===== src/rtl/voxel_pixel_writeback.sv =====
// Generic FIFO plus the raycaster-to-framebuffer writeback with double buffering.
// Optional macro VOXEL_WB_STATS_EN adds the per-frame written-pixel counter output.

// Generic synchronous FIFO with occupancy count and show-ahead head entry.
// Latency: a pushed entry is visible at head_dat the cycle after the push.
// Backpressure: none internally; the owner must not push when full or pop when empty.
module wb_fifo #(
    parameter int W     = 8,
    parameter int DEPTH = 16,
    localparam int AW   = $clog2(DEPTH),
    localparam int LW   = AW + 1
) (
    input  logic          clk,
    input  logic          rst,
    input  logic          push,
    input  logic [W-1:0]  push_dat,
    input  logic          pop,
    output logic [W-1:0]  head_dat,
    output logic [LW-1:0] level
);
    logic [W-1:0]  mem [DEPTH];
    logic [AW-1:0] wr_ptr;
    logic [AW-1:0] rd_ptr;

    always_ff @(posedge clk or posedge rst) begin
        if (rst) begin
            wr_ptr <= '0;
            rd_ptr <= '0;
            level  <= '0;
        end else begin
            if (push) wr_ptr <= wr_ptr + 1'b1;
            if (pop)  rd_ptr <= rd_ptr + 1'b1;
            case ({push, pop})
                2'b10:   level <= level + 1'b1;
                2'b01:   level <= level - 1'b1;
                default: ;
            endcase
        end
    end

    always_ff @(posedge clk) begin
        if (push) mem[wr_ptr] <= push_dat;
    end

    assign head_dat = mem[rd_ptr];
endmodule

// Buffers 96-bit pixel writes and serialises each as three 32-bit framebuffer beats; flips front_buf per frame.
// Latency: pixel pushed at cycle N drives its first beat at N+2; 1 pixel per 3 cycles sustained.
// Backpressure: mem_wr_ready stalls the beat; the no-backpressure pixel port drops into drop_count/overflow.
module voxel_pixel_writeback #(
    parameter int          FIFO_DEPTH = 16,
    parameter int          NUM_PIXELS = 172800,
    parameter logic [31:0] FB_BASE0   = 32'h0000_0000,
    parameter logic [31:0] FB_BASE1   = 32'h0020_0000,
    localparam int         LW         = $clog2(FIFO_DEPTH) + 1
) (
    input  logic          clk,
    input  logic          rst,
    input  logic          pixel_write_en,
    input  logic [31:0]   pixel_addr,
    input  logic [31:0]   pixel_word0,
    input  logic [31:0]   pixel_word1,
    input  logic [31:0]   pixel_word2,
    input  logic          frame_done,
    output logic          mem_wr_valid,
    input  logic          mem_wr_ready,
    output logic [31:0]   mem_wr_addr,
    output logic [31:0]   mem_wr_data,
    output logic          front_buf,
    output logic          frame_swap,
    output logic          overflow,
    output logic [15:0]   drop_count,
    output logic [LW-1:0] fifo_level
`ifdef VOXEL_WB_STATS_EN
    ,
    output logic [23:0]   stat_frame_pixels
`endif
);
    typedef struct packed {
        logic        buf_tag;
        logic        last;
        logic        is_marker;
        logic [31:0] addr;
        logic [31:0] w0;
        logic [31:0] w1;
        logic [31:0] w2;
    } entry_t;

    typedef enum logic [1:0] {IDLE, B0, B1, B2} state_t;

    localparam logic [LW-1:0] LVL_FULL = LW'(FIFO_DEPTH);
    localparam logic [LW-1:0] LVL_PIX  = LW'(FIFO_DEPTH - 1);
    localparam logic [31:0]   PIX_LIM  = 32'(NUM_PIXELS);

    logic        back_buf;
    entry_t      push_ent;
    entry_t      head;
    entry_t      hold;
    logic        pix_in_range, pix_push, mk_need, mk_push, push, pop;
    logic        fifo_empty, b2_done, swap_evt;
    state_t      state, state_nxt;
    logic [31:0] beat_off;

    // The last slot is kept for markers so a frame end is not lost when pixels overflow.
    assign pix_in_range = pixel_write_en && (pixel_addr < PIX_LIM);
    assign pix_push     = pix_in_range && (fifo_level < LVL_PIX);
    assign mk_need      = frame_done && !pix_push;
    assign mk_push      = mk_need && (fifo_level != LVL_FULL);
    assign push         = pix_push || mk_push;
    assign push_ent     = '{buf_tag: back_buf, last: frame_done, is_marker: !pix_push,
                            addr: pixel_addr, w0: pixel_word0, w1: pixel_word1, w2: pixel_word2};

    wb_fifo #(.W($bits(entry_t)), .DEPTH(FIFO_DEPTH)) u_fifo (
        .clk      (clk),
        .rst      (rst),
        .push     (push),
        .push_dat (push_ent),
        .pop      (pop),
        .head_dat (head),
        .level    (fifo_level)
    );

    assign fifo_empty = (fifo_level == '0);

    always_ff @(posedge clk or posedge rst) begin
        if (rst) begin
            back_buf   <= 1'b1;
            overflow   <= 1'b0;
            drop_count <= '0;
        end else begin
            if (frame_done) back_buf <= ~back_buf;
            if ((pix_in_range && !pix_push) || (mk_need && !mk_push)) overflow <= 1'b1;
            if (pixel_write_en && !pix_push && drop_count != 16'hFFFF)
                drop_count <= drop_count + 1'b1;
        end
    end

    assign b2_done = (state == B2) && mem_wr_ready;

    // A marker right behind a last-flagged pixel is popped a cycle later so each frame end gets its own pulse.
    always_comb begin
        state_nxt = state;
        pop       = 1'b0;
        case (state)
            IDLE: pop = !fifo_empty;
            B0:   if (mem_wr_ready) state_nxt = B1;
            B1:   if (mem_wr_ready) state_nxt = B2;
            B2: begin
                if (mem_wr_ready) begin
                    state_nxt = IDLE;
                    pop = !fifo_empty && !(hold.last && head.is_marker);
                end
            end
            default: state_nxt = IDLE;
        endcase
        if (pop) state_nxt = head.is_marker ? IDLE : B0;
    end

    assign swap_evt = (pop && head.is_marker) || (b2_done && hold.last);

    always_ff @(posedge clk or posedge rst) begin
        if (rst) begin
            state      <= IDLE;
            hold       <= '0;
            frame_swap <= 1'b0;
            front_buf  <= 1'b0;
        end else begin
            state      <= state_nxt;
            frame_swap <= swap_evt;
            if (pop)      hold      <= head;
            if (swap_evt) front_buf <= ~front_buf;
        end
    end

    always_comb begin
        mem_wr_data = hold.w0;
        beat_off    = 32'd0;
        case (state)
            B1: begin
                mem_wr_data = hold.w1;
                beat_off    = 32'd4;
            end
            B2: begin
                mem_wr_data = hold.w2;
                beat_off    = 32'd8;
            end
            default: ;
        endcase
    end

    assign mem_wr_valid = (state != IDLE);
    assign mem_wr_addr  = (hold.buf_tag ? FB_BASE1 : FB_BASE0)
                        + (hold.addr << 3) + (hold.addr << 2) + beat_off;

`ifdef VOXEL_WB_STATS_EN
    logic [23:0] pix_cnt;

    always_ff @(posedge clk or posedge rst) begin
        if (rst) begin
            pix_cnt           <= '0;
            stat_frame_pixels <= '0;
        end else if (swap_evt) begin
            stat_frame_pixels <= pix_cnt + 24'(b2_done);
            pix_cnt           <= '0;
        end else if (b2_done) begin
            pix_cnt <= pix_cnt + 1'b1;
        end
    end
`endif
endmodule


===== config.mk =====
export PLATFORM = sky130hd
export DESIGN_NAME = voxel_pixel_writeback
export DESIGN_NICKNAME = d
export VERILOG_FILES = /design/src/rtl/voxel_pixel_writeback.sv
export SDC_FILE = /design/constraint.sdc
export NUM_CORES = 2
export LEC_CHECK = 0
export ABC_CLOCK_PERIOD_IN_PS = 6340
export CAP_MARGIN = 40
export CORE_UTILIZATION = 30
export CTS_BUF_LIST = sky130_fd_sc_hd__clkbuf_2 sky130_fd_sc_hd__clkbuf_4 sky130_fd_sc_hd__clkbuf_8
export CTS_CLUSTER_DIAMETER = 150
export CTS_CLUSTER_SIZE = 20
export DETAILED_ROUTE_END_ITERATION = 16
export PLACE_DENSITY = 0.49
export SYNTH_ARGS = -nofsm -noshare
export SYNTH_HDL_FRONTEND = slang
export SYNTH_HIERARCHICAL = 1
export SYNTH_SLANG_ARGS = --single-unit

===== constraint.sdc =====
create_clock -name clk -period 6.34 [get_ports clk]
set_clock_uncertainty 0.15 [all_clocks]
set_input_delay 1.268 -clock clk [delete_from_list [all_inputs] [get_ports clk]]
set_output_delay 1.268 -clock clk [all_outputs]
set_load 0.1 [all_outputs]

==> impl_metrics.csv <==
group,metric,value,unit
status,status,"finished clean",
sta,tightest_slew,1.093,ns
grt,track_usage,15.77,%
setup_path,arrival,4.66,ns
detailed_routing,vias,40860,
flow_run,maxCapViolCount,0,
detailed_routing,drtPass1Iterations,5,
sta,setup_viol,0,
detailed_routing,vias_per_cell,4.999,
pwr,vdd.ir_drop.worst,1.429,mV
yosys,yosys_warnings,6,
clocking,cts_tree,"built",
sta,maxSlewViolCount,0,
yosys,synth_area,85970,µm²
sta,rsz0062_at_grt,"true",
setup_path,cp_top_family,"compound AO/OA/AOI/OAI gates",
pwr,seqPwrFrac,38.1,%
die,die-area,288700,µm²
die,row_count,196,
setup_path,crit_path_end_kind,"primary output",
pwr,clkPwrFrac,14.2,%
cells_and_area,drive_above_1_share,25.79,%
yosys,postSynthAreaPerCell,21.59,µm²
pwr,internal_power,0.02905,W
grt,grt_pass1_wl,323600,µm
clocking,clock-sinks,2227,
die,start_util,30.17,%
sta,min_period,6.083,ns
clocking,cts-htree-levels,4,
pwr,p_leak,30.72,nW
die,die_w,537.3,µm
placement,place_ws,0.7683,ns
grt,grt_max_degree,136,
pwr,powerDensity,506.1,nW/µm²
setup_path,start_kind,"flop",
placement,portBuffers,219,
yosys,syn-instance-count,3981,
setup_path,path_cells,"ha_2, inv_1, fa_1, inv_1, ha_1, fa_1, a21o_1, a221oi_4, o2bb2ai_1, o21ai_0, a31oi_1, o41ai_1, xor2_1, buf_12",
sta,hold_viol_final,0,
clocking,cts_hold_buf,0,
min_path,min_path_type,"flop to flop",
die,chipHeight,537.3,µm
cells_and_area,final_nets,4525,
placement,gp_routability_congestion,0.7545,
sta,relSlewSlack,27.14,%
detailed_routing,drt_iter0_markers,3643,
clocking,clk_pin_slew,0.13,ns
sta,fmax,164.4,MHz
sta,period_share,95.94,%
cells_and_area,area_growth,13.49,%
sta,whs,0.3243,ns
pwr,switchingPower,0.02033,W
pwr,p_sw_share,41.17,%
detailed_routing,routed_wl,228700,µm
die,coreArea,285000,µm²
setup_path,critPathBufInv,3,
setup_path,max_stage_delay,0.48,ns
grt,antenna_found_initial,39,
clocking,insertion_delay,1.00,ns
detailed_routing,drtAntennaViolNets,0,
setup_path,worstSetupPathType,"flop to primary output",
clocking,cts-root-buf,"clkbuf_8",
detailed_routing,post-route-drc-count,0,
clocking,cts_buffers,130,
die,io_pins,222,
setup_path,path_max_fanout,4,
grt,grt_pass1_vias,42250,
detailed_routing,wl_per_cell,27.99,µm
pwr,power_frac_comb,47.7,%
grt,grt_remaining_overflow,0,
pwr,p_total,0.04938,W
setup_path,slowest_stage,"fa_1",
placement,hpwlAfterDp,137600,µm
sta,timing.final.ws_setup,0.2571,ns
setup_path,required,4.92,ns
clocking,clk_path_buf_depth,3,
## cell type report
cell class	count	area [µm²]
Antenna cell	7	17.52
Clock buffer	198	2306
Clock inverter	19	239.0
Fill cell	26620	187400
Inverter	31	123.9
Multi-Input combinational cell	1513	18930
Sequential cell	2227	66070
Tap cell	3762	4707
Timing Repair Buffer	416	5162
## registers in the layout, indices dropped and copies added (netlist names)
signal,count
back_buf,1
state,2
hold,128
front_buf,1
u_fifo/level,5
drop_count,16
u_fifo/wr_ptr,4
u_fifo/rd_ptr,4
frame_swap,1
u_fifo/mem,2064
overflow,1
## routing by layer
metal | global-route usage (%) | share of wire (%) | vias up
met3 | 2.475 | 4.8 | 229
met2 | 25.54 | 48 | 909
met5 | 0 | 0.067 | -
met1 | 22.29 | 45 | 22500
li1 | - | - | 17190
met4 | 3.580 | 1.9 | 26
## worst reg2reg max path, stage by stage (launching register included)
cell	delay (ns)
dfrtp_4	0.98
mux4_2	0.45
o22ai_1	0.20
nor2_1	0.16
nand2_1	0.10
nand3_1	0.14
a221oi_4	0.60
ha_1	0.43
xor2_1	0.19
ha_1	0.21
nand2_1	0.07
a2111oi_0	0.36
a21bo_2	0.20
xor2_1	0.14
## power by group through the flow
stage | Combinational, W | Clock (W) | Sequential (W)
global route | 0.0249 | 0.00773 | 0.0190
global placement | 0.0228 | 0 | 0.0191
floorplan | 0.0153 | 0 | 0.0190
CTS | 0.0239 | 0.00729 | 0.0188
detailed placement | 0.0239 | 0 | 0.0192
finish | 0.0236 | 0.00701 | 0.0188
## path summary, 6_finish.rpt
kind                            slack (ns)                     endpoint  cells past startpoint                          from
worst max register to register        1.89  u_fifo/level[4]$_DFFE_PP0P_                     13  u_fifo/rd_ptr[2]$_DFFE_PP0P_
worst max-delay path                  0.26              mem_wr_addr[25]                     14          state[0]$_DFFE_PP0P_
max in group asynchronous             4.20         hold[74]$_DFFE_PP0P_                      3                           rst
worst min-delay path                  0.32        front_buf$_DFFE_PP0P_                      1         front_buf$_DFFE_PP0P_
worst min register to register        0.32        front_buf$_DFFE_PP0P_                      1         front_buf$_DFFE_PP0P_
min in group asynchronous             0.66    drop_count[1]$_DFFE_PP0P_                      2                           rst
## cell usage in the layout, fill, tap and decap left out, types with 4 or more instances in the layout
cell type / instances
edfxtp_1: 2064
mux4_2: 516
clkdlybuf4s50_1: 186
a22oi_1: 172
nand2_1: 168
dfrtp_1: 159
clkbuf_8: 131
mux2_2: 125
o22ai_1: 119
buf_4: 98
nor2_1: 77
buf_12: 69
ha_1: 68
clkbuf_4: 67
buf_8: 44
inv_1: 30
xnor2_1: 29
a21oi_1: 23
xor2_1: 21
o21ai_0: 21
buf_16: 19
and2_4: 17
a21o_1: 13
nand4_1: 11
nand3_1: 10
nor4_1: 8
and3_1: 8
diode_2: 7
nor3_1: 7
o21bai_1: 7
inv_6: 7
a211oi_1: 5
nor3b_1: 5
nand2b_1: 4
a31oi_1: 4
clkinv_8: 4
clkinvlp_4: 4
## through the flow
stage	TNS, ns	area, µm²	instances	utilization [%]
after detailed placement	0	94950	7946	33.32
after floorplan	0	86010	3982	-
after global routing	-0.02145	97550	8168	34.23
final	0	97560	8173	34.24
after global placement	0	93690	7879	32.88
after CTS	0	97510	8163	34.22
## what timing repair did
item | in CTS | in global routing
setup endpoints to repair | 1 | 3
resized for setup | 1 | 2
pin swaps | 0 | 2
setup buffers | 0 | 3
No activity file was read; power rests on OpenSTA's default activity.
